<file path="config.mk">
export PLATFORM = sky130hd
export DESIGN_NAME = id_ex_pipe_reg
export DESIGN_NICKNAME = d
export VERILOG_FILES = /design/src/rtl/id_ex_pipe_reg.sv
export SDC_FILE = /design/constraint.sdc
export NUM_CORES = 1
export LEC_CHECK = 0
export BUFFER_PORTS_ARGS = -buffer_cell sky130_fd_sc_hd__clkbuf_2
export CAP_MARGIN = 20
export CORE_AREA = 2 2 124 126
export DETAILED_ROUTE_END_ITERATION = 12
export DIE_AREA = 0 0 126 128
export PLACE_DENSITY_LB_ADDON = 0.25
export SYNTH_ARGS = -nofsm -noshare
export SYNTH_HDL_FRONTEND = slang
export SYNTH_SLANG_ARGS = --single-unit
</file>
<file path="constraint.sdc">
create_clock -name clk -period 5.6 [get_ports clk]
set_clock_uncertainty 0.15 [all_clocks]
set_input_delay 0.28 -clock clk [delete_from_list [all_inputs] [get_ports clk]]
set_output_delay 0.28 -clock clk [all_outputs]
set_load 0.01 [all_outputs]
</file>
<file path="src/rtl/id_ex_pipe_reg.sv">
// ID/EX pipeline register with load-use hazard detection for the 5-stage RV32I core.
// Optional PERF_CNT_EN adds bubble/issue performance counters.
module id_ex_pipe_reg #(
   parameter int XLEN = 32
`ifdef PERF_CNT_EN
   ,
   parameter int CNT_W = 32
`endif
) (
   input  logic            clk,
   input  logic            reset,
   input  logic            id_valid,
   input  logic            id_reg_write,
   input  logic            id_mem_to_reg,
   input  logic            id_mem_read,
   input  logic            id_mem_write,
   input  logic            id_branch,
   input  logic            id_alu_src,
   input  logic [1:0]      id_alu_op,
   input  logic [3:0]      id_funct,
   input  logic [XLEN-1:0] id_pc,
   input  logic [XLEN-1:0] id_rs1_data,
   input  logic [XLEN-1:0] id_rs2_data,
   input  logic [XLEN-1:0] id_imm,
   input  logic [4:0]      id_rs1,
   input  logic [4:0]      id_rs2,
   input  logic [4:0]      id_rd,
   input  logic            flush,
   input  logic            ex_hold,
   output logic            ex_valid,
   output logic            ex_reg_write,
   output logic            ex_mem_to_reg,
   output logic            ex_mem_read,
   output logic            ex_mem_write,
   output logic            ex_branch,
   output logic            ex_alu_src,
   output logic [1:0]      ex_alu_op,
   output logic [3:0]      ex_funct,
   output logic [XLEN-1:0] ex_pc,
   output logic [XLEN-1:0] ex_rs1_data,
   output logic [XLEN-1:0] ex_rs2_data,
   output logic [XLEN-1:0] ex_imm,
   output logic [4:0]      ex_rs1,
   output logic [4:0]      ex_rs2,
   output logic [4:0]      ex_rd,
   output logic            hazard_stall
`ifdef PERF_CNT_EN
   ,
   output logic [CNT_W-1:0] bubble_cnt,
   output logic [CNT_W-1:0] issue_cnt
`endif
);

   typedef struct packed {
      logic            valid;
      logic            reg_write;
      logic            mem_to_reg;
      logic            mem_read;
      logic            mem_write;
      logic            branch;
      logic            alu_src;
      logic [1:0]      alu_op;
      logic [3:0]      funct;
      logic [XLEN-1:0] pc;
      logic [XLEN-1:0] rs1_data;
      logic [XLEN-1:0] rs2_data;
      logic [XLEN-1:0] imm;
      logic [4:0]      rs1;
      logic [4:0]      rs2;
      logic [4:0]      rd;
   } stage_t;

   stage_t ex_q, ex_d, id_s;

   assign id_s = '{valid: id_valid, reg_write: id_reg_write, mem_to_reg: id_mem_to_reg,
                   mem_read: id_mem_read, mem_write: id_mem_write, branch: id_branch,
                   alu_src: id_alu_src, alu_op: id_alu_op, funct: id_funct, pc: id_pc,
                   rs1_data: id_rs1_data, rs2_data: id_rs2_data, imm: id_imm,
                   rs1: id_rs1, rs2: id_rs2, rd: id_rd};

   // rs usage is not qualified by opcode: a false match only costs one bubble
   assign hazard_stall = ex_q.valid & ex_q.mem_read & (ex_q.rd != 5'd0) & id_valid
                         & ~flush & ~ex_hold
                         & ((ex_q.rd == id_rs1) | (ex_q.rd == id_rs2));

   always_comb begin
      ex_d = ex_q;
      if (flush)
         ex_d = '0;
      else if (ex_hold)
         ex_d = ex_q;
      else if (hazard_stall)
         ex_d = '0;
      else
         ex_d = id_s;
   end

   always_ff @(posedge clk) begin
      if (reset)
         ex_q <= '0;
      else
         ex_q <= ex_d;
   end

   assign ex_valid      = ex_q.valid;
   assign ex_reg_write  = ex_q.reg_write;
   assign ex_mem_to_reg = ex_q.mem_to_reg;
   assign ex_mem_read   = ex_q.mem_read;
   assign ex_mem_write  = ex_q.mem_write;
   assign ex_branch     = ex_q.branch;
   assign ex_alu_src    = ex_q.alu_src;
   assign ex_alu_op     = ex_q.alu_op;
   assign ex_funct      = ex_q.funct;
   assign ex_pc         = ex_q.pc;
   assign ex_rs1_data   = ex_q.rs1_data;
   assign ex_rs2_data   = ex_q.rs2_data;
   assign ex_imm        = ex_q.imm;
   assign ex_rs1        = ex_q.rs1;
   assign ex_rs2        = ex_q.rs2;
   assign ex_rd         = ex_q.rd;

`ifdef PERF_CNT_EN
   logic             bubble_ev, issue_ev;
   logic [CNT_W-1:0] bubble_cnt_q, bubble_cnt_d, issue_cnt_q, issue_cnt_d;

   assign bubble_ev = flush | (~ex_hold & hazard_stall);
   assign issue_ev  = ~flush & ~ex_hold & ~hazard_stall & id_valid;

   always_comb begin
      bubble_cnt_d = bubble_cnt_q;
      issue_cnt_d  = issue_cnt_q;
      if (bubble_ev)
         bubble_cnt_d = bubble_cnt_q + 1'b1;
      if (issue_ev)
         issue_cnt_d = issue_cnt_q + 1'b1;
   end

   always_ff @(posedge clk) begin
      if (reset) begin
         bubble_cnt_q <= '0;
         issue_cnt_q  <= '0;
      end else begin
         bubble_cnt_q <= bubble_cnt_d;
         issue_cnt_q  <= issue_cnt_d;
      end
   end

   assign bubble_cnt = bubble_cnt_q;
   assign issue_cnt  = issue_cnt_q;
`endif

endmodule

</file>
; Yosys cells after proc, flatten, opt, wreduce, memory -nomap -nowiden
; Cells that the tools add are included.
[op_classes]
n_addsub = 0
n_mul = 0
div_mod_pow = 0
order_cmp = 0
eq_ne = 2
shift = 0
n_mux = 1
bitwise_logic = 9
reduce_logical = 2
[op_table]
columns = cell, count
row1 = $mux 156, 1
row2 = $eq 5x5->1, 2
row3 = $and 1x1->1, 6
row4 = $reduce_bool 5->1, 1
row5 = $not 1->1, 2
row6 = $reduce_or 2->1, 1
row7 = $or 1x1->1, 1
[word_totals]
regBits = 156
latchBits = 0
mem_bits_rw = 0
romBits = 0
input_bits = 160
output_inout_bits = 157
mem_count = 0

; Longest topological paths before layout
; Gate-level depths: netlist of run 1.
[logic_depth]
depth_word = 7
ltp_mapped = 6
depth_no_buf = 4

; Worst setup path after synthesis of run 1
; OpenSTA, ideal clock, no wires.
[synth_timing]
path_kind = reg-to-output
start = register ex_q, in the netlist ex_rd[0]
end = output port hazard_stall
t_arrival_ns = 1.494
t_required_ns = 5.170
path_slack_ns = 3.676
stages_incl_launch_ff = 6
n_path_buf = 2
cell_sequence = dfxtp_1 > or4_1 > o211ai_2 > buf_6 > buf_4 > nor2b_1
[synth_via]
elab_chain_cells = 6
elab_cells_between_ends = 9
[synth_rtl]
columns = item, line
row1 = start: declaration, 73  ; stage_t ex_q, ex_d, id_s;
row2 = start signal: assignment, 100  ; ex_q <= '0;
row3 = start signal: assignment, 102  ; ex_q <= ex_d;
row4 = $reduce_bool 5->1, 82  ; assign hazard_stall = ex_q.valid & ex_q.mem_read & (ex_q.rd != 5'd0) & id_valid
row5 = $and 1x1->1 (2 in a row), 82
row6 = $and 1x1->1 (2 in a row), 83  ; & ~flush & ~ex_hold
row7 = $and 1x1->1 (*), 84  ; & ((ex_q.rd == id_rs1) | (ex_q.rd == id_rs2));
row8 = end: declaration, 46  ; output logic hazard_stall
; Mark *: on every way between the ends. The rest lies on a longest branch, timed or not.

; Worst setup path after layout of run 1
[layout_timing]
start = input port id_rs1[4]
end = output port hazard_stall
[layout_via]
elab_chain_cells = 3
[layout_rtl]
columns = item, line
row1 = start: declaration, 25  ; input logic [4:0] id_rs1,
row2 = $eq 5x5->1, 84
row3 = $or 1x1->1, 84
row4 = $and 1x1->1, 84
; Every way passes these cells.

==> results of run 1 <==
==> worst max-delay path, cell delays in order <==
cell           delay (ns)
dlygate4sd3_1        0.54
clkbuf_2             0.14
xnor2_1              0.16
nand3_1              0.14
o22ai_4              0.53
buf_4                0.52
nor2b_1              0.20
clkbuf_2             0.15
==> layer usage <==
metal	vias up	share of wire (%)	track usage, %
met5	-	0	0
met4	0	2.6	10.8
met3	49	7.8	7.55
met2	406	49	42.9
met1	3434	41	32.4
li1	3609	-	-
==> cells by family after synthesis <==
group / after synthesis
DFF: 156
buffers and inverters: 85
and+or+nand+nor: 165
AOI/OAI and AO/OA: 314
xor gates and xnor gates: 10
==> metrics by stage <==
step	utilization, %	instances
after CTS	68.0	1345
after floorplan	-	730
final	68.0	1345
after detailed placement	53.5	1157
after global placement	53.5	1157
after global routing	68.0	1345
==> cell type report <==
type | instances | area [sq um]
fill | 1108 | 4760
tap | 188 | 235
clock buffer | 19 | 453
clock inverter | 13 | 139
multi-input combinational | 489 | 2930
sequential | 156 | 3120
timing repair buffer | 480 | 3230
==> worst paths after layout <==
path                                   endpoint  cells after the start
worst max-delay path               hazard_stall                      8
worst min-delay path            ex_rs2_data[18]                      2
worst max register to register         ex_pc[4]                      5
worst min register to register  ex_rs2_data[18]                      2
==> cell usage after synthesis (all sizes together) <==
cell    count
a32oi     156
nor3        1
nand3       2
clkbuf     67
o22ai       1
o211ai      1
dfxtp     156
or4         1
buf        18
nor2b       1
xnor2      10
nand2     158
nor3b       1
nor4bb      1
o21ai     156
==> power by group <==
part           switching (W)  leakage [nW]  internal (W)
sequential         0.0000424          1.28       0.00118
combinational       0.000216          2.60      0.000208
clock               0.000470         0.290      0.000682
total               0.000728          4.18       0.00207
==> timing repair <==
action                                 4_1_cts  5_1_grt
setup buffers                                0        0
hold buffers                               156        0
endpoints found under the hold margin      156        0
==> flow_summary.toml, run 1 <==
[grt]
gr-usage-all-layers_pct = 26.1
grt_start_max_net_pins = 271
grt-ovfl-total = 0
first_global_vias = 6974
antenna_found_initial = 0
grt_pass1_wl_um = 35000

[placed_design]
post_dp_cell_area_sq_um = 7950
pre_cts_slack_ns = 2.94
gp_congestion = 0.783
dp_hpwl_um = 12100
portBuffers = 316

[synth]
synth_xor_area_share_pct = 1.36
synth_cell_types = 18
synth_top_family_by_area = "compound AO/OA/AOI/OAI gates"
synth_mux_area_share_pct = 0
yosys.area_share.simple_pct = 9.93
yosysSeqAreaShare_pct = 48.5
synth_area_sq_um = 6440
synth_nets = 890
synth.area.top_cells = "dfxtp_1 (48%), a32oi_1 (21%), o21ai_0 (12%)"
synth-compound-area-share_pct = 33.6
synth_cells = 730
synth_top_area_share_pct = 48.5
ys_warn_count = 0
synth_fa_ha_area_share_pct = 0
synth_top_cell_by_area = "dfxtp_1"
ys_seq_elements = 156
syn_avg_cell_area_sq_um = 8.82

[timing]
worst_slew_pin_slew_ns = 1.35
period_minus_slack_ns = 3.11
worst_slack_ns = 2.49
rsz0062_at_grt = "no"
slew_violations = 0
setup_viol = 0
slew_headroom_pct = 10.3
finalHoldViolations = 0
clock.fmax_ghz = 0.322
setup_tns_ns = 0
finalCritPeriodShare_pct = 55.5
holdWs_ns = 0.317

[min_path]
min_path_type = "reg -> reg"
hold_start = "ex_rs2_data[18]"

[detailed_routing]
drt_iter0_drc = 616
avgRoutedWirePerCell_um = 16.3
ant_nets = 0
firstDrtPassIters = 5
wirelength_um = 21900
viasPerCell = 5.57
vias = 7498
drc = 0

[die]
rows = 45
io_pins = 317
core_area_sq_um = 14900
die_area_sq_um = 16100
die_width_um = 126
start_util_pct = 43.3
die_height_um = 128

[clock_tree]
clkLatencyLatePin_ns = 0.42
clkSinkCount = 156
clockBufferDepth = 2
cts-root-buf = "clkbuf_16"
cts_tree = "yes"
clk_pin_slew_ns = 0.06
post_cts_resized = 0
cts_buffers = 17
h-tree-depth = 4

[worst_setup_path]
required_ns = 5.17
worstSetupStartpointType = "input port"
arrival_ns = 2.68
cp-end-kind = "output pin"
critPathLaunch = "id_rs1[4]"
r2r_setup_slack_ns = 2.82
r2r_start = "ex_rd[0]"
critPathMaxFanout = 54
setup.worst_path.class = "in -> out"

[cells_and_area]
layout.nets = 1304
diodes = 0
drive_gt1_share_pct = 31.1
final_cell_mix = "clkbuf_2 (316), nand2_1 (158), a32oi_1 (156), dfxtp_1 (156), dlygate4sd3_1 (156)"
final_area_sq_um = 10100
final_common_cell = "clkbuf_2"
synthToLayoutAreaGrowth_pct = 56.9

[flow_run]
cap_violations = 0

[pwr]
p_leak_nw = 4.18
max-vdd-ir-drop_mv = 0.179
finalPower_w = 0.00280
power_density_nw_per_um2 = 277

[status]
status = "finished clean"
Note: power is estimated with default switching activity, not from simulation.
==> run 2, diff against run 1 <==
- CORE_AREA: 2 2 124 126 -> 2 2 122 124
- DIE_AREA: 0 0 126 128 -> 0 0 124 126
- clock period: 5.6 -> 3.25 ns (I/O delays scaled with it)
==> run 2 against run 1 <==
Against the previous run: cell area rose by 0.69%; sequential cell count did not move; worst setup slack got worse by 1.7 ns; combinational power is 74% higher; routed wire length is 2.5% higher; global-route usage rose by 1.6 points; largest cell class unchanged; largest power group unchanged.
==> flow_summary.toml, run 2 (synthesis results as in run 1) <==
[status]
status = "finished clean"

[die]
die_height_um = 126
die_area_sq_um = 15600
core_area_sq_um = 14300
die_width_um = 124
io_pins = 317
start_util_pct = 45.0
rows = 44

[clock_tree]
cts_tree = "yes"
clkSinkCount = 156
clockBufferDepth = 2
h-tree-depth = 4
clk_pin_slew_ns = 0.06
clkLatencyLatePin_ns = 0.42
cts_buffers = 17
cts-root-buf = "clkbuf_16"
cts_setup_buffers = 0

[timing]
worst_slew_pin_slew_ns = 0.806
finalCritPeriodShare_pct = 75.6
clock.fmax_ghz = 0.407
setup_viol = 0
slew_violations = 0
rsz0062_at_grt = "no"
period_minus_slack_ns = 2.46
finalHoldViolations = 0
holdWs_ns = 0.207
setup_tns_ns = 0
slew_headroom_pct = 46.3

[cells_and_area]
final_common_cell = "clkbuf_2"
layout.nets = 1307
synthToLayoutAreaGrowth_pct = 58.0
fill_cells = 1025
drive_gt1_share_pct = 31.3
layout.area.seq_sq_um = 3120
final_cell_mix = "clkbuf_2 (316), nand2_1 (158), a32oi_1 (156), dfxtp_1 (156), dlygate4sd3_1 (156)"
multiInputGateArea_sq_um = 2930

[pwr]
power_density_nw_per_um2 = 477
max-vdd-ir-drop_mv = 0.316
p_leak_nw = 4.21

[worst_setup_path]
critPathMaxStageDelay_ns = 0.60
setup.worst_path.class = "reg -> out"
path_buf_inv = 1
crit_family = "simple AND/OR/NAND/NOR gates"
crit_chain = "or4_1 > o211ai_4 > nor2b_1 > clkbuf_2"
required_ns = 2.94
cp-end-kind = "output pin"
cp_slowest_cell = "or4_1"
arrival_ns = 2.14
worstSetupStartpointType = "flip-flop"
critPathMaxFanout = 13

[placed_design]
portBuffers = 316
dp_hpwl_um = 12400
gp_congestion = 0.800

[flow_run]
cap_violations = 0

[detailed_routing]
viasPerCell = 5.59
drt_iter0_drc = 579
ant_nets = 0
avgRoutedWirePerCell_um = 16.7
vias = 7515
firstDrtPassIters = 5
wirelength_um = 22500
drc = 0

[grt]
grt_start_max_net_pins = 165
grt-ovfl-total = 0
gr-usage-all-layers_pct = 27.8
antenna_found_initial = 1
grt_pass1_wl_um = 35000
first_global_vias = 7100

[min_path]
min_path_type = "in -> reg"
## run 2: cell count changes in the layout (fill, tap and decap cells not counted), sizes merged
| cell | delta |
|---|---|
| buf | +3 |
| diode | +1 |
## run 2: cell type report
cell class                 instances  share of cell area (%)
timing repair buffer             483                    32.4
sequential                       156                    30.7
multi-input combinational        489                    28.8
clock buffer                      19                    4.45
tap                              184                    2.26
clock inverter                    13                    1.37
antenna                            1                  0.0246
## run 2: per-stage QoR
stage	cells	power (W)	setup WS, ns	cell area (sq um)	util, %
after floorplan	730	0.00240	1.43	6440	-
after global placement	1156	0.00271	1.04	8020	56.0
after detailed placement	1156	0.00272	0.998	8020	56.0
after CTS	1344	0.00486	0.787	10200	71.1
after global routing	1345	0.00504	0.718	10200	71.1
final	1345	0.00485	0.794	10200	71.1
## run 2: per-layer routing
layer | share of wire, % | track usage (%) | wire length, um
met3 | 8.2 | 8.33 | 1850
met4 | 3.3 | 13.4 | 746
met2 | 48 | 45.4 | 10800
met1 | 40 | 33.1 | 9040
met5 | 0 | 0 | 0
## run 2: repair_timing
action | CTS | global route
hold buffers | 156 | 0
resized for setup | 0 | 0
setup endpoints to repair | 0 | 0
endpoints found under the hold margin | 156 | 0
## run 2: tightest hold or removal path, cell delays in order
cell and delay, ns:
clkbuf_2 0.11, nor3b_2 0.06, buf_4 0.18, a32oi_1 0.14
o21ai_0 0.08
## run 2: power by group
group	leakage, nW	internal [W]	switching, W	total [W]
clock network	0.290	0.00117	0.000828	0.00200
logic	2.64	0.000362	0.000376	0.000738
registers	1.28	0.00204	0.0000743	0.00211
## run 2: worst paths after layout
check                                     from              end  slack (ns)  cells past startpoint
worst max-delay path                  ex_rd[0]     hazard_stall        0.79                      4
worst min-delay path                     reset  ex_rs1_data[31]        0.21                      5
worst max register to register        ex_rd[0]  ex_rs1_data[26]        0.90                      5
worst min register to register  ex_rs1_data[8]   ex_rs1_data[8]        0.32                      2
